### config.mk
export PLATFORM = sky130hd
export DESIGN_NAME = csr
export DESIGN_NICKNAME = d
export VERILOG_FILES = /design/src/rtl/csr.sv
export SDC_FILE = /design/constraint.sdc
export NUM_CORES = 1
export LEC_CHECK = 0
export ABC_AREA = 0
export CORE_AREA = 4 4 134 136
export DETAILED_ROUTE_END_ITERATION = 8
export DIE_AREA = 0 0 138 140
export PLACE_DENSITY = 0.89
export SLEW_MARGIN = 20
export SYNTH_ARGS = -nofsm -noshare
export SYNTH_HDL_FRONTEND = slang
export SYNTH_SLANG_ARGS = --single-unit
export TNS_END_PERCENT = 20
### constraint.sdc
create_clock -name clk -period 2.7 [get_ports clk]
set_clock_uncertainty 0.05 [all_clocks]
set_input_delay 0.405 -clock clk [delete_from_list [all_inputs] [get_ports clk]]
set_output_delay 0.405 -clock clk [all_outputs]
set_load 0.02 [all_outputs]
### src/rtl/csr.sv
// Machine-mode CSR file: combinational read port, single write port, trap vector output.
// Define CSR_COUNTER_EN to add the 64-bit mcycle counter and its cycle/cycleh aliases.
module csr #(
  parameter int unsigned WORD_LEN = 32
) (
  input  logic                clk,
  input  logic                rst_n,
  input  logic [11:0]         addr,
  output logic [WORD_LEN-1:0] rdata,
  input  logic                wen,
  input  logic [WORD_LEN-1:0] wdata,
  output logic [WORD_LEN-1:0] trap_vector
);

  localparam logic [11:0] AddrMstatus   = 12'h300;
  localparam logic [11:0] AddrMisa      = 12'h301;
  localparam logic [11:0] AddrMie       = 12'h304;
  localparam logic [11:0] AddrMtvec     = 12'h305;
  localparam logic [11:0] AddrMscratch  = 12'h340;
  localparam logic [11:0] AddrMepc      = 12'h341;
  localparam logic [11:0] AddrMcause    = 12'h342;
  localparam logic [11:0] AddrMtval     = 12'h343;
  localparam logic [11:0] AddrMip       = 12'h344;
  localparam logic [11:0] AddrMvendorid = 12'hF11;
  localparam logic [11:0] AddrMarchid   = 12'hF12;
  localparam logic [11:0] AddrMimpid    = 12'hF13;
  localparam logic [11:0] AddrMhartid   = 12'hF14;

  localparam logic [WORD_LEN-1:0] MisaValue   = WORD_LEN'(32'h4000_0100);
  // Only MIE[3], MPIE[7] and MPP[12:11] exist in mstatus.
  localparam logic [WORD_LEN-1:0] MstatusMask = WORD_LEN'(32'h0000_1888);
  localparam logic [WORD_LEN-1:0] LowTwoClear = ~WORD_LEN'(3);

  logic [WORD_LEN-1:0] mstatus_q;
  logic [WORD_LEN-1:0] mie_q;
  logic [WORD_LEN-1:0] mtvec_q;
  logic [WORD_LEN-1:0] mscratch_q;
  logic [WORD_LEN-1:0] mepc_q;
  logic [WORD_LEN-1:0] mcause_q;
  logic [WORD_LEN-1:0] mtval_q;

  always_ff @(posedge clk or negedge rst_n) begin
    if (!rst_n) begin
      mstatus_q  <= '0;
      mie_q      <= '0;
      mtvec_q    <= '0;
      mscratch_q <= '0;
      mepc_q     <= '0;
      mcause_q   <= '0;
      mtval_q    <= '0;
    end else if (wen) begin
      case (addr)
        AddrMstatus:  mstatus_q  <= wdata & MstatusMask;
        AddrMie:      mie_q      <= wdata;
        AddrMtvec:    mtvec_q    <= wdata;
        AddrMscratch: mscratch_q <= wdata;
        AddrMepc:     mepc_q     <= wdata & LowTwoClear;
        AddrMcause:   mcause_q   <= wdata;
        AddrMtval:    mtval_q    <= wdata;
        default: ;
      endcase
    end
  end

  assign trap_vector = mtvec_q & LowTwoClear;

`ifdef CSR_COUNTER_EN
  localparam logic [11:0] AddrMcycle  = 12'hB00;
  localparam logic [11:0] AddrMcycleh = 12'hB80;
  localparam logic [11:0] AddrCycle   = 12'hC00;
  localparam logic [11:0] AddrCycleh  = 12'hC80;
  localparam logic [2*WORD_LEN-1:0] CycleOne = (2*WORD_LEN)'(1);

  logic [2*WORD_LEN-1:0] mcycle_q;
  logic [2*WORD_LEN-1:0] mcycle_d;

  // A write to either half replaces it and suppresses that edge's increment.
  always_comb begin
    mcycle_d = mcycle_q + CycleOne;
    if (wen && addr == AddrMcycle) begin
      mcycle_d = {mcycle_q[2*WORD_LEN-1:WORD_LEN], wdata};
    end else if (wen && addr == AddrMcycleh) begin
      mcycle_d = {wdata, mcycle_q[WORD_LEN-1:0]};
    end
  end

  always_ff @(posedge clk or negedge rst_n) begin
    if (!rst_n) begin
      mcycle_q <= '0;
    end else begin
      mcycle_q <= mcycle_d;
    end
  end
`else
  // No counter: 0xB00/0xB80/0xC00/0xC80 fall through to the unimplemented default.
`endif

  always_comb begin
    rdata = '0;
    case (addr)
      AddrMstatus:   rdata = mstatus_q;
      AddrMisa:      rdata = MisaValue;
      AddrMie:       rdata = mie_q;
      AddrMtvec:     rdata = mtvec_q;
      AddrMscratch:  rdata = mscratch_q;
      AddrMepc:      rdata = mepc_q;
      AddrMcause:    rdata = mcause_q;
      AddrMtval:     rdata = mtval_q;
      AddrMip:       rdata = '0;
      AddrMvendorid: rdata = '0;
      AddrMarchid:   rdata = '0;
      AddrMimpid:    rdata = '0;
      AddrMhartid:   rdata = '0;
`ifdef CSR_COUNTER_EN
      AddrMcycle,  AddrCycle:  rdata = mcycle_q[WORD_LEN-1:0];
      AddrMcycleh, AddrCycleh: rdata = mcycle_q[2*WORD_LEN-1:WORD_LEN];
`endif
      default:       rdata = '0;
    endcase
  end

endmodule

# After elaboration in Yosys (flattened, before gate mapping)
# Index checks and enable logic that the tools add are counted.
[totals] out_inout_bits=64 register_bits=194 elab_cells=23 input_bits=47
[op_classes] muxes=1 n_reduce_logical=7 eq_ne=8
[op_table] cell="case mux 32 bit (8 select lines)" n=1
[op_table] cell="equality test 12 x 10 -> 1 bit (second input constant)" n=8
[op_table] cell="AND reduction 2 bit" n=7

# Depth between registers and ports, before layout
[depth] ltp_word=2 mapped_depth=8 ltp_nobuf=4

# Worst setup path before layout
# No wires, ideal clock.
[synth_timing] kind="in2out" from="in addr[5]" to="out rdata[0]" arrival_ns=2.098 required_time_ns=2.245 path_stages=5 n_path_buf=2 slack_ns=0.147 cell_sequence="or4_4 > or4_1 > buf_2 > buf_6 > o22ai_1"
[synth_between] elab_chain_cells=2 elab_cells_between_ends=9 cone_classes="eq/ne: 8; mux: 1"
[synth_lines] item="start: declaration" line_no="8" text="input logic [11:0] addr,"
[synth_lines] item="equality test 12 x 10 -> 1 bit" line_no="100" text="case (addr)"
[synth_lines] item="case mux 32 bit (8 select lines) (*)" line_no="100"
[synth_lines] item="end: declaration" line_no="9" text="output logic [WORD_LEN-1:0] rdata,"
# Every way passes the cells marked *; elsewhere a longest branch is shown, timed or not.

# Final worst setup path
[layout_timing] from="in addr[5]" to="out rdata[28]"
# Same word-level chain as after synthesis.

==> impl_metrics.json <==
{
  "synthCells": 632,
  "final_max_slew_viol_count": 0,
  "antenna-diode-count": 0,
  "clock_tree.htree_level_count": 4,
  "setup.worst_path.start_class": "input port",
  "cts_tree": "yes",
  "netlist_area_um2": 9230,
  "initialDrtViolationCount": 330,
  "grt_start_max_net_pins": 84,
  "routabilityCongestion": 0.8006,
  "die_area_um2": 19320,
  "numPortBuffers": 108,
  "dr.pass1.iters": 4,
  "hold_violations": 0,
  "cts.clk_slew.worst_paths_ns": 0.06,
  "rsz0062_at_grt": "false",
  "dieWidth_um": 138,
  "via_per_inst": 5.930,
  "dp_hpwl_um": 14650,
  "chipHeight_um": 140,
  "maxCapViolations": 0,
  "maxClockFrequency_ghz": 0.3724,
  "max-clock-path-buffers": 2,
  "share_of_layout_cells_above_drive_strength_1_pct": 41.55,
  "drt_wl_total_um": 21830,
  "design.portCount": 111,
  "crit_type": "in -> out",
  "critPathMaxFanout": 8,
  "crit_cells": 6,
  "status": "finished, final reports clean",
  "synth-edff-count": 0,
  "ant_nets": 0,
  "layout-area-overhead-vs-synth_pct": 23.09,
  "synth_largest_area_cell": "sky130_fd_sc_hd__dfrtp_1",
  "yosysWarnings": 0,
  "cellPowerDensity_nw_per_um2": 504.5,
  "crit_required_ns": 2.25,
  "critical_path_arrival_ns": 2.23,
  "endpoint": "rdata[28]",
  "timing.critical_path.max_delay_family": "simple AND/OR/NAND/NOR gates",
  "yosysSeqAreaShare_pct": 52.60,
  "post-synth-top-count-cell": "sky130_fd_sc_hd__dfrtp_1",
  "rr_worst_depth": 1,
  "setup_viol": 0,
  "cts_buffers": 17,
  "rows": 48,
  "effective_utilization_at_floorplan_pct": 54.50,
  "detail_route.wl_per_cell_um": 22.49,
  "antenna_found_initial": 0,
  "peakVddDrop_v": 0.0004012,
  "clk-insertion-delay-late_ns": 0.42,
  "synth-seq-cells": 194,
  "grt_overflow": 0,
  "holdCritPathClass": "reg -> reg",
  "number_of_nets_in_the_finished_design": 782,
  "crit_path_cell_trace": "dlygate4sd2_1, or4_4, or4_4, buf_12, o22ai_2, buf_6",
  "netlist.area_leader.share_pct": 52.60,
  "cp_common_cell": "sky130_fd_sc_hd__or4_4",
  "cts.repair_timing.setup_buffer_count": 0,
  "synthFlopType": "sky130_fd_sc_hd__dfrtp_1",
  "worst_r2r_endpoint": "mtvec_q[8]",
  "maxSlewHeadroom_pct": 54.79,
  "r2r_setup_slack_ns": 1.81,
  "instances_no_fill": 971,
  "fillerInstances": 1134,
  "globalRouteTotalUtil_pct": 23.59,
  "wire_length_of_the_first_global_routing_pass_um": 36250,
  "cp_slowest_stage_delay_ns": 0.62,
  "finalCriticalPeriod_ns": 2.685,
  "worstPathBufferInverterCount": 3,
  "endpoint_kind": "output pin",
  "grt_pass1_vias": 6571,
  "clock_sinks": 194,
  "cp_slowest_cell": "sky130_fd_sc_hd__or4_4",
  "post-route-period-util_pct": 99.44,
  "crit_start": "addr[5]",
  "hold_ws_ns": 0.4361,
  "clock_tree.root_cell": "sky130_fd_sc_hd__clkbuf_16",
  "placed_cells_incl_taps": 938,
  "p_leak_nw": 5.400,
  "synth_async_sr_flop_share_pct": 100.0,
  "r2r-start": "mtvec_q[8]",
  "overall_via_count_from_detail_route": 5758,
  "synth.top_cells.by_area": "sky130_fd_sc_hd__dfrtp_1 53%, sky130_fd_sc_hd__mux2_2 16%, sky130_fd_sc_hd__mux2_1 8.3%",
  "synthDistinctLibCells": 36,
  "synth_commonest_cells": "194 x sky130_fd_sc_hd__dfrtp_1, 133 x sky130_fd_sc_hd__mux2_2, 68 x sky130_fd_sc_hd__mux2_1",
  "slew_at_the_pin_closest_to_its_max_slew_limit_ns": 0.6782,
  "placeableCoreArea_um2": 16940,
  "remaining_drc_errors": 0,
  "mean_instance_size_in_the_synthesized_netlist_um2": 14.60
}
==> cell families after synthesis <==
logic type             after synthesis  synth area share [%]
AND/OR/NAND/NOR                     35                 2.996
buffers and inverters              102                 6.927
multiplexers                       258                 34.50
flip-flops                         194                 52.60
other                                1               0.04063
AO/OA/AOI/OAI                       42                 2.942
==> where the power goes <==
part           leakage (nW)  internal [mW]  switching, mW  total, mW
clock                 0.279           1.39           1.10       2.48
combinational          2.41          0.137          0.187      0.323
sequential             2.71           2.92        0.00721       2.92
==> state kept, by name (all words and copies together), names as in the netlist <==
name,cells
mstatus_q,4
mtval_q,32
mcause_q,32
mscratch_q,32
mie_q,32
mepc_q,30
mtvec_q,32
==> worst min path at each step <==
stage                       end  slack, ns  startpoint  cells past startpoint
finish                mepc_q[5]       0.44   mepc_q[5]                      1
global route           mie_q[5]       0.46    mie_q[5]                      1
CTS                   mepc_q[5]       0.44   mepc_q[5]                      1
detailed placement    mepc_q[5]       0.42   mepc_q[5]                      1
global placement      mepc_q[6]       0.41   mepc_q[6]                      1
floorplan           mcause_q[0]       0.06       rst_n                      0
==> final cells by class <==
class / instances / area (um^2) / share of cell area, %
inverters: 29 / 108.9 / 0.9581
multi-input cells: 337 / 3956 / 34.82
repair buffers: 156 / 1587 / 13.96
clock inverters: 12 / 133.9 / 1.178
well taps: 225 / 281.5 / 2.478
clock buffers: 18 / 439.2 / 3.866
flip-flops and latches: 194 / 4855 / 42.73
==> placed cells by master (no fill, tap or decap), types with 3 or more instances in the layout <==
master	instances
sky130_fd_sc_hd__mux2_2	133
sky130_fd_sc_hd__o22ai_1	11
sky130_fd_sc_hd__nor4_4	4
sky130_fd_sc_hd__buf_2	4
sky130_fd_sc_hd__inv_1	29
sky130_fd_sc_hd__mux2i_1	29
sky130_fd_sc_hd__inv_6	3
sky130_fd_sc_hd__o22ai_2	14
sky130_fd_sc_hd__mux2_1	68
sky130_fd_sc_hd__buf_12	13
sky130_fd_sc_hd__nand2_1	8
sky130_fd_sc_hd__mux4_2	28
sky130_fd_sc_hd__buf_4	49
sky130_fd_sc_hd__nor4b_1	3
sky130_fd_sc_hd__buf_6	12
sky130_fd_sc_hd__a32oi_1	3
sky130_fd_sc_hd__clkdlybuf4s50_1	68
sky130_fd_sc_hd__dfrtp_1	194
sky130_fd_sc_hd__clkinv_2	3
sky130_fd_sc_hd__clkbuf_16	17
sky130_fd_sc_hd__clkbuf_2	3
sky130_fd_sc_hd__o22ai_4	3
==> layer usage <==
layer / up-vias / track usage (%) / share of wire (%)
met5: - / 0 / 0
met4: 0 / 8.996 / 2.5
met3: 53 / 5.292 / 4.5
met2: 184 / 41.32 / 53
met1: 3036 / 28.69 / 40
li1: 2485 / - / -
==> stage by stage <==
step | utilization (%) | worst slack, ns | total power [mW] | TNS [ns] | area [um^2]
5_1_grt | 67.08 | 0.006133 | 5.941 | 0 | 11360
2_1_floorplan | - | 0.1465 | 3.086 | 0 | 9234
6_report | 67.08 | 0.01505 | 5.731 | 0 | 11360
4_1_cts | 66.89 | 0.01975 | 5.763 | 0 | 11330
3_3_place_gp | 62.21 | -0.7361 | 3.284 | -54.09 | 10540
3_5_place_dp | 62.21 | -0.8206 | 3.299 | -54.66 | 10540
==> timing repair <==
action / 4_1_cts / 5_1_grt
setup endpoints to repair: 32 / 32
cloned: 2 / 0
pin swaps: 5 / 3
endpoints found under the hold margin: 29 / 0
hold buffers: 1 / 0
gates resized for setup: 202 / 14
No activity file was read; power rests on OpenSTA's default activity.
